===== config.mk =====
export PLATFORM = sky130hd
export DESIGN_NAME = if_stage_fetch
export DESIGN_NICKNAME = d
export VERILOG_FILES = /design/src/rtl/if_stage_fetch.sv
export SDC_FILE = /design/constraint.sdc
export NUM_CORES = 1
export LEC_CHECK = 0
export BUFFER_PORTS_ARGS = -buffer_cell sky130_fd_sc_hd__buf_2
export CAP_MARGIN = 20
export CORE_MARGIN = 2
export CORE_UTILIZATION = 58
export DETAILED_ROUTE_END_ITERATION = 16
export PLACE_DENSITY = 0.87
export SKIP_CTS_REPAIR_TIMING = 1
export SLEW_MARGIN = 20
export SYNTH_ARGS = -nofsm -noshare
export SYNTH_HDL_FRONTEND = slang
export SYNTH_SLANG_ARGS = --single-unit

===== constraint.sdc =====
create_clock -name clk -period 6.94 [get_ports clk]
set_clock_uncertainty 0.1 [all_clocks]
set_input_delay 0 -clock clk [delete_from_list [all_inputs] [get_ports clk]]
set_output_delay 0 -clock clk [all_outputs]
set_load 0.02 [all_outputs]

===== src/rtl/if_stage_fetch.sv =====
// ---------------------------------------------------------------------------
// if_stage_fetch
//
// Instruction-fetch stage and IF/ID pipeline register of a 5-stage MIPS
// pipeline. Owns the fetch PC, runs the instruction-memory handshake
// (variable latency), and fills the IF/ID register that feeds decode.
//
// Instruction-memory handshake:
//   imem_req is a request that, once raised, stays high with imem_addr
//   stable until the cycle imem_ready=1. That cycle completes the request
//   and imem_rdata is valid in it. imem_ready outside a request is ignored.
//   When reset is asserted the request is dropped at once.
//
// Ports:
//   clk         rising-edge clock
//   reset       asynchronous, active-low reset
//   Stall       hazard-unit stall: freeze PC and IF/ID
//   BrTakeD     taken branch/jump in D (only honoured with Stall=0)
//   BrTargetD   branch/jump target
//   ExcFlush    exception/eret redirect, beats everything including Stall
//   ExcTarget   exception/eret target (EXC_PC or EPC, selected upstream)
//   imem_req    fetch request
//   imem_addr   word-aligned fetch address
//   imem_ready  fetch completes this cycle
//   imem_rdata  fetched word
//   PCF         current fetch PC
//   InstrD      IF/ID instruction
//   PCD         IF/ID PC
//   PC8D        PCD+8 (link value)
//   ValidD      IF/ID holds a real instruction
//   AdelD       address-error-on-fetch flag (only with FETCH_ADEL_EN)
//   dbg_state   FSM state (0 FETCH, 1 BUF, 2 DROP, 3 HALT)
//
// Build option:
//   FETCH_ADEL_EN  when defined, a misaligned PCF issues no fetch; a NOP is
//                  delivered to D with ValidD=1 and AdelD=1, and fetch halts
//                  until ExcFlush. When undefined, PCF[1:0] is ignored.
// ---------------------------------------------------------------------------
module if_stage_fetch #(
  parameter logic [31:0] RESET_PC  = 32'h0000_3000,
  parameter logic [31:0] EXC_PC    = 32'h0000_4180,
  parameter logic [31:0] NOP_INSTR = 32'h0000_0000
) (
  input  logic        clk,
  input  logic        reset,
  input  logic        Stall,
  input  logic        BrTakeD,
  input  logic [31:0] BrTargetD,
  input  logic        ExcFlush,
  input  logic [31:0] ExcTarget,
  output logic        imem_req,
  output logic [31:0] imem_addr,
  input  logic        imem_ready,
  input  logic [31:0] imem_rdata,
  output logic [31:0] PCF,
  output logic [31:0] InstrD,
  output logic [31:0] PCD,
  output logic [31:0] PC8D,
  output logic        ValidD,
`ifdef FETCH_ADEL_EN
  output logic        AdelD,
`endif
  output logic [1:0]  dbg_state
);

  typedef enum logic [1:0] {
    S_FETCH = 2'd0,  // request outstanding at PCF
    S_BUF   = 2'd1,  // word returned during a stall, parked in buf_q
    S_DROP  = 2'd2,  // squashed request still in flight, wait it out
    S_HALT  = 2'd3   // fetch halted after an address error
  } state_t;

  // -------------------------------------------------------------------------
  // State
  // -------------------------------------------------------------------------
  state_t      state_q,    state_d;
  logic [31:0] pc_q,       pc_d;
  logic [31:0] buf_q,      buf_d;
  logic        pend_q,     pend_d;      // redirect waiting for delay slot
  logic [31:0] pend_tgt_q, pend_tgt_d;
  logic [31:0] exc_tgt_q,  exc_tgt_d;   // target applied when DROP ends
  logic [31:0] instr_q,    instr_d;
  logic [31:0] pcd_q,      pcd_d;
  logic        valid_q,    valid_d;

  // -------------------------------------------------------------------------
  // Helpers
  // -------------------------------------------------------------------------
  logic        misaligned;
  logic        br_ok;
  logic [31:0] seq_pc;
  logic [31:0] adv_pc;

`ifdef FETCH_ADEL_EN
  assign misaligned = (pc_q[1:0] != 2'b00);
`else
  assign misaligned = 1'b0;
`endif

  // A branch is only acted on when D can move and no exception is
  // redirecting this cycle; with Stall the hazard unit keeps it in D.
  assign br_ok  = BrTakeD & ~Stall & ~ExcFlush;

  // Normal successor: a pending redirect (delay slot now delivered) or PC+4.
  assign seq_pc = pend_q ? pend_tgt_q : (pc_q + 32'd4);

  // PC to use when the current F word (the delay slot if a branch is in D)
  // leaves F this cycle. A branch arriving in the same cycle redirects
  // directly, so there is no penalty beyond the delay slot.
  assign adv_pc = br_ok ? BrTargetD : seq_pc;

  // -------------------------------------------------------------------------
  // Next-state / IF/ID logic
  // -------------------------------------------------------------------------
  always_comb begin
    state_d    = state_q;
    pc_d       = pc_q;
    buf_d      = buf_q;
    pend_d     = pend_q;
    pend_tgt_d = pend_tgt_q;
    exc_tgt_d  = exc_tgt_q;
    instr_d    = instr_q;
    pcd_d      = pcd_q;
    valid_d    = valid_q;

    if (ExcFlush) begin
      // Bubble D, forget any pending branch redirect and any buffered word.
      instr_d = NOP_INSTR;
      valid_d = 1'b0;
      pend_d  = 1'b0;
      unique case (state_q)
        S_FETCH: begin
          if (!misaligned && !imem_ready) begin
            // Request cannot be withdrawn; let it land in DROP.
            state_d   = S_DROP;
            exc_tgt_d = ExcTarget;
          end else begin
            pc_d    = ExcTarget;
            state_d = S_FETCH;
          end
        end
        S_DROP: begin
          if (imem_ready) begin
            pc_d    = ExcTarget;
            state_d = S_FETCH;
          end else begin
            exc_tgt_d = ExcTarget;
          end
        end
        default: begin
          pc_d    = ExcTarget;
          state_d = S_FETCH;
        end
      endcase
    end else begin
      // Without a stall, D is a bubble unless a word is loaded below.
      if (!Stall) begin
        instr_d = NOP_INSTR;
        valid_d = 1'b0;
      end

      unique case (state_q)
        S_FETCH: begin
          if (misaligned) begin
            // Address error: no request; NOP carries the error to D.
            if (!Stall) begin
              valid_d = 1'b1;
              pcd_d   = pc_q;
              state_d = S_HALT;
            end
          end else if (imem_ready) begin
            if (!Stall) begin
              instr_d = imem_rdata;
              pcd_d   = pc_q;
              valid_d = 1'b1;
              pc_d    = adv_pc;
              pend_d  = 1'b0;
            end else begin
              buf_d   = imem_rdata;
              state_d = S_BUF;
            end
          end else if (br_ok) begin
            // Delay slot still in flight: apply target once it is delivered.
            pend_d     = 1'b1;
            pend_tgt_d = BrTargetD;
          end
        end
        S_BUF: begin
          if (!Stall) begin
            instr_d = buf_q;
            pcd_d   = pc_q;
            valid_d = 1'b1;
            pc_d    = adv_pc;
            pend_d  = 1'b0;
            state_d = S_FETCH;
          end
        end
        S_DROP: begin
          if (imem_ready) begin
            pc_d    = exc_tgt_q;
            state_d = S_FETCH;
          end
        end
        default: begin
          // S_HALT: wait for ExcFlush.
        end
      endcase
    end
  end

  // -------------------------------------------------------------------------
  // Registers
  // -------------------------------------------------------------------------
  always_ff @(posedge clk or negedge reset) begin
    if (!reset) begin
      state_q    <= S_FETCH;
      pc_q       <= RESET_PC;
      buf_q      <= NOP_INSTR;
      pend_q     <= 1'b0;
      pend_tgt_q <= RESET_PC;
      exc_tgt_q  <= EXC_PC;
      instr_q    <= NOP_INSTR;
      pcd_q      <= RESET_PC;
      valid_q    <= 1'b0;
    end else begin
      state_q    <= state_d;
      pc_q       <= pc_d;
      buf_q      <= buf_d;
      pend_q     <= pend_d;
      pend_tgt_q <= pend_tgt_d;
      exc_tgt_q  <= exc_tgt_d;
      instr_q    <= instr_d;
      pcd_q      <= pcd_d;
      valid_q    <= valid_d;
    end
  end

`ifdef FETCH_ADEL_EN
  // AdelD rides only with the NOP that reports the error; any other IF/ID
  // load (including bubbles and flushes) clears it.
  logic adel_q, adel_d;

  always_comb begin
    adel_d = adel_q;
    if (ExcFlush) begin
      adel_d = 1'b0;
    end else if (!Stall) begin
      adel_d = (state_q == S_FETCH) && misaligned;
    end
  end

  always_ff @(posedge clk or negedge reset) begin
    if (!reset) begin
      adel_q <= 1'b0;
    end else begin
      adel_q <= adel_d;
    end
  end

  assign AdelD = adel_q;
`endif

  // -------------------------------------------------------------------------
  // Outputs
  // -------------------------------------------------------------------------
  // Gated by reset so the request drops immediately when reset asserts.
  assign imem_req  = reset & (((state_q == S_FETCH) & ~misaligned) |
                              (state_q == S_DROP));
  assign imem_addr = {pc_q[31:2], 2'b00};
  assign PCF       = pc_q;
  assign InstrD    = instr_q;
  assign PCD       = pcd_q;
  assign PC8D      = pcd_q + 32'd8;
  assign ValidD    = valid_q;
  assign dbg_state = state_q;

endmodule

* Word-level counts from Yosys, hierarchy flattened
Cells that the tools add are included.
** Cells by class
- Add/sub/neg operators :: 2
- Eq/ne operators :: 9
- Mux-type cells :: 36
- Bitwise logic cells :: 7
- Reductions and logical operators :: 12
** Operator list (count)
- $mux W32 :: 15
- $pmux W32 S2 :: 2
- $pmux W32 S3 :: 1
- $add A32 B3 Y32 const B :: 1
- $add A32 B4 Y32 const B :: 1
- $reduce_and A4 Y1 :: 4
- $mux W2 :: 6
- $ne A3 B3 Y1 const B :: 4
- $mux W1 :: 8
- $pmux W2 S3 :: 1
- $reduce_and A3 Y1 :: 2
- $ne A4 B4 Y1 const B :: 1
- $pmux W1 S2 :: 2
- $pmux W2 S2 :: 1
- $reduce_bool A4 Y1 :: 1
- $and A1 B1 Y1 :: 3
- $ne A3 B2 Y1 const B :: 1
- $not A1 Y1 :: 3
- $reduce_bool A3 Y1 :: 1
- $eq A2 B1 Y1 const B :: 1
- $eq A2 B2 Y1 const B :: 1
- $logic_not A2 Y1 :: 1
- $ne A2 B2 Y1 const B :: 1
- $reduce_and A2 Y1 :: 1
- other kinds (3) :: 3
** Word-level totals
- Register bits :: 196
- Input port bits :: 102
- Output and inout port bits :: 164
- Logic and storage cells :: 75

* Longest topological paths before layout
- Word-level depth :: 8
- Depth in mapped cells :: 9
- Mapped depth without buffers :: 7

* Worst setup path after synthesis
Ideal clock, no wire load.
- Path type :: register to register
- Start point :: reg pc_q[2], in the netlist PCF[2]
- End point :: reg pc_q[24], in the netlist PCF[24]
- Library setup time :: 137 ps
- Arrival time :: 2158 ps
- Data required time :: 6703 ps
- Path slack :: 4545 ps
- Cell stages (with the launch flop) :: 8
- Path buffers :: 1
- Clock period less this slack :: 2395 ps
- Cell sequence :: dfrtp_1 > ha_1 > nand4_1 > or3_1 > buf_2 > or4_4 > o221ai_1 > a2bb2oi_1
** Between the ends
- Cells in the longest elaborated chain, start to end :: 7
** Ends and longest elaborated chain
- start: declaration :: line 77 : logic [31:0] pc_q, pc_d;
- start signal: assignment :: line 227 : pc_q <= pc_d;
- $add A32 B3 Y32 * :: line 105 : assign seq_pc = pend_q ? pend_tgt_q : (pc_q + 32'd4);
- $mux W32 * :: line 105
- $mux W32 * :: line 110 : assign adv_pc = br_ok ? BrTargetD : seq_pc;
- $mux W32 * :: line 172, 189
- $mux W32 :: line 171 : end else if (imem_ready) begin
- $pmux W32 S3 * :: line 162 : unique case (state_q)
- $mux W32 * :: line 126 : if (ExcFlush) begin
Every way passes the cells marked *; elsewhere a longest branch is shown, timed or not. The select of a mux whose other input is x is not followed.
A chain may end at the register's enable or synchronous reset.

* Worst setup path in the final report
- Start point :: reg state_q[0], in the netlist dbg_state[0]
- End point :: reg exc_tgt_q[17]
** Between the ends
- Cells in the longest elaborated chain, start to end :: 3
- Elaborated cells on any way between the ends :: 4
- Those cells by class :: eq/ne (1); reduce/logical (3)
** Ends and longest elaborated chain
- start: declaration :: line 76 : state_t state_q, state_d;
- start signal: assignment :: line 226 : state_q <= state_d;
- $eq A2 B2 Y1 or $logic_not A2 Y1 (tied branches) :: line 131 : unique case (state_q)
- $reduce_or A2 Y1 (no source line) *
- $reduce_and A3 Y1 (no source line) *
- end signal: assignment :: line 231 : exc_tgt_q <= exc_tgt_d;
- end: declaration :: line 81 : logic [31:0] exc_tgt_q, exc_tgt_d;
Every way passes the cells marked *; elsewhere a longest branch is shown, timed or not.

==> impl_results.md <==
* Synth Register Bits at 196
* Power, Total at 5.495 mW
* Router iterations before antenna repair at 6
* Mux cell area share after synthesis at 13.38%
* Setup TNS Final at 0 ns
* Setup CP Type: reg2reg
* CTS tree: built
* Status: finished, violations left
* Max Cap Viol at 0
* Slew Viols, Final at 0
* R2R depth at 7
* IO Count at 266
* Number of synthesized flops with an enable pin at 0
* Worst hold path class: in2reg
* CTS root buf: clkbuf_16
* Die width at 136.4 um
* Endpoint of the worst hold path: pend_q
* Vias per cell at 6.412
* Share of cells above drive strength 1 at 35.69%
* Final WS setup at 3.673 ns
* First-pass GRT wire length at 45420 um
* Switching power at 2.317 mW
* Post-Synthesis Cell Area at 10170 um^2
* Dpl hpwl at 19850 um
* Xor/xnor share of the synthesized area at 3.445%
* Area share of and/or/nand/nor cells after synthesis at 12.96%
* Crit end category: flop
* Synthesized area per cell at 10.48 um^2
* Compound-Gate Fraction of Synth Area at 15.15%
* Adder-Cell Fraction of Synth Area at 0.6152%
* Max_slew headroom at 26.34%
* PD cells at 422.9 nW/um^2
* Dpl ws at 3.623 ns
* Clk pin slew, worst setup/hold paths at 0.07 ns
* Critical Path RT at 7.15 ns
* Comb pwr share at 41.5%
* Average wire per standard cell at 21.04 um
* Flop pwr share at 39.7%
* H-tree Lvls at 4
* CP Max Fanout at 60
* Hold Crit Start: BrTakeD
* Hold slack final at -0.01954 ns
* Clock share of power at 18.8%
* Final net count at 1369
* Dpl cells at 1369
* Row count at 48
* Initial Util at 58.99%
* Seq/Total Area, Yosys at 48.35%
* Violated checks: hold timing
* Die area at 18610 um^2
* Non-filler instance count after layout at 1501
* Number of buffers created by CTS at 17
* # port buffers at 263
* DR iter-0 viols at 1137
* Largest net degree at the start of global routing at 118
* Sink Count at 196
* Period minus WS final at 3.267 ns
* Largest family of logic cells by synthesized area: compound AO/OA/AOI/OAI gates
* Vias in the first global route at 8566
* Initial antenna violation count at 1
* Synth warn at 0
* Reg-to-reg endpoint: exc_tgt_q[17]
* Post-Syn Instances at 970
* Worst Hold Path Cells at 5
* Netlist cell types at 67
* Leading cell type in the layout, fill and taps excluded: buf_2
* RSZ-0062 raised after global routing: false
* Reg2Reg Launch Point: dbg_state[0]
* Via Count at 9625
* Final hold vios at 1
* Leak at 5.779 nW
* P&R area growth vs syn at 27.77%
* DRC at 0
* Max Freq at 0.3061 GHz
* Worst EP arrival at 3.48 ns
* Pint at 3.178 mW
* Wirelength, routed at 31580 um
* Post-synth top flop: dfrtp_1
* Crit share post-route at 47.07%
* Core Area at 17240 um^2
* Die Span Y at 136.4 um
* Total GRT Usage at 31.64%
* Final-report setup violation count at 0
* Grt ovf at 0
* CTS max path bufs at 2
* Commonest cells after routing, fill and taps aside: buf_2 (262), dfrtp_1 (187), mux2_2 (119)
* Asr flop ratio synth at 100.0%
* Post-route ant nets at 0
* GPL Wtd Cong at 0.9186
* Worst skew pair latency at 0.43 ns
* FF-to-FF setup slack at 3.67 ns
* Worst vdd ir at 0.2796 mV
* Switching Fraction at 42.16%
* Worst setup SP type: flop
* Fillers at 1163
* Slew at the pin closest to its max-slew limit at 1.099 ns
[routing by layer]
metal	routed length, um	GRT usage, %	up-vias
met5	0	0	-
met1	11710	38.82	4654
met4	1519	16.96	0
li1	-	-	4143
met2	15070	50.47	690
met3	3279	9.396	138
[registers in the layout, indices dropped and copies added, names as in the netlist]
register and cells:
InstrD 32, PCD 32, PCF 32, buf_q 32, exc_tgt_q 32, pend_tgt_q 32
dbg_state 2, ValidD 1, pend_q 1
[cell families after synthesis]
family | after synthesis
multiplexers | 121
adder cells (fa/ha/maj) | 5
XOR/XNOR | 40
other | 1
AO/OA/AOI/OAI | 214
AND/OR/NAND/NOR | 269
flip-flops | 196
buffers and inverters | 124
[through the flow]
step / utilization, % / hold WS, ns / instance area, um^2
2_1_floorplan: - / -0.3956 / 10170
6_report: 75.38 / -0.01954 / 12990
4_1_cts: 69.58 / -0.3701 / 11990
5_1_grt: 75.38 / 0.09275 / 12990
3_3_place_gp: 66.00 / 0.09211 / 11380
3_5_place_dp: 66.00 / 0.08902 / 11380
[Yosys cell counts (5+ instances only)]
library cell | number | area share, %
nor4_1 | 9 | 0.55
nand2_1 | 60 | 2.2
dfrtp_1 | 187 | 46
a2bb2oi_1 | 5 | 0.43
clkbuf_1 | 43 | 1.6
buf_1 | 8 | 0.30
mux2_2 | 119 | 13
and4_1 | 5 | 0.43
o31ai_1 | 7 | 0.52
xor2_1 | 11 | 0.95
o221ai_1 | 11 | 0.95
a211oi_1 | 8 | 0.59
nor2_1 | 77 | 2.8
a222oi_1 | 32 | 3.2
nor3_1 | 28 | 1.4
a31oi_1 | 6 | 0.37
ha_1 | 5 | 0.62
o22ai_1 | 11 | 0.68
and3_1 | 11 | 0.68
inv_1 | 21 | 0.78
a21oi_1 | 42 | 2.1
buf_4 | 35 | 2.6
xnor2_1 | 29 | 2.5
o211ai_1 | 10 | 0.74
nand2b_1 | 10 | 0.62
o21ai_0 | 38 | 1.9
nand4_1 | 16 | 0.98
buf_2 | 17 | 0.84
dfstp_2 | 9 | 2.3
a2111oi_0 | 6 | 0.52
nand3_1 | 26 | 1.3
or3_1 | 11 | 0.68
[worst max path at each step]
stage	slack, ns	start	to
finish	3.67	dbg_state[0]	exc_tgt_q[17]
detailed placement	3.62	dbg_state[0]	PCF[0]
global placement	3.91	dbg_state[0]	PCF[23]
floorplan	4.55	PCF[2]	PCF[24]
CTS	3.60	dbg_state[0]	PCF[0]
global route	3.58	dbg_state[0]	exc_tgt_q[19]
[power by group through the flow]
stage | Combinational [mW] | Sequential [mW] | Clock, mW
final | 2.28 | 2.18 | 1.03
after global routing | 2.46 | 2.24 | 1.09
after CTS | 2.20 | 2.15 | 1.04
after detailed placement | 2.19 | 2.17 | 0
after global placement | 2.13 | 2.14 | 0
after floorplan | 1.42 | 2.26 | 0
[cell type report]
cell class              count  area (um^2)  area share (%)
clock buffers              20        466.7           3.592
diodes                      1        2.502         0.01926
inverters                  21        78.83          0.6067
well taps                 225        281.5           2.167
flip-flops and latches    196         4916           37.84
repair buffers            375         2419           18.62
multi-input cells         651         4677           36.00
clock inverters            12        151.4           1.165
[worst max-delay path, cell delays in order, from the launching register on]
cell and delay (ns):
dfrtp_1 0.42, inv_1 0.11, ha_2 0.17, buf_4 0.53, nor2_1 0.18, nor3_2 0.75, buf_4 0.48, mux2_2 0.39
(Power assumes the default switching activity.)
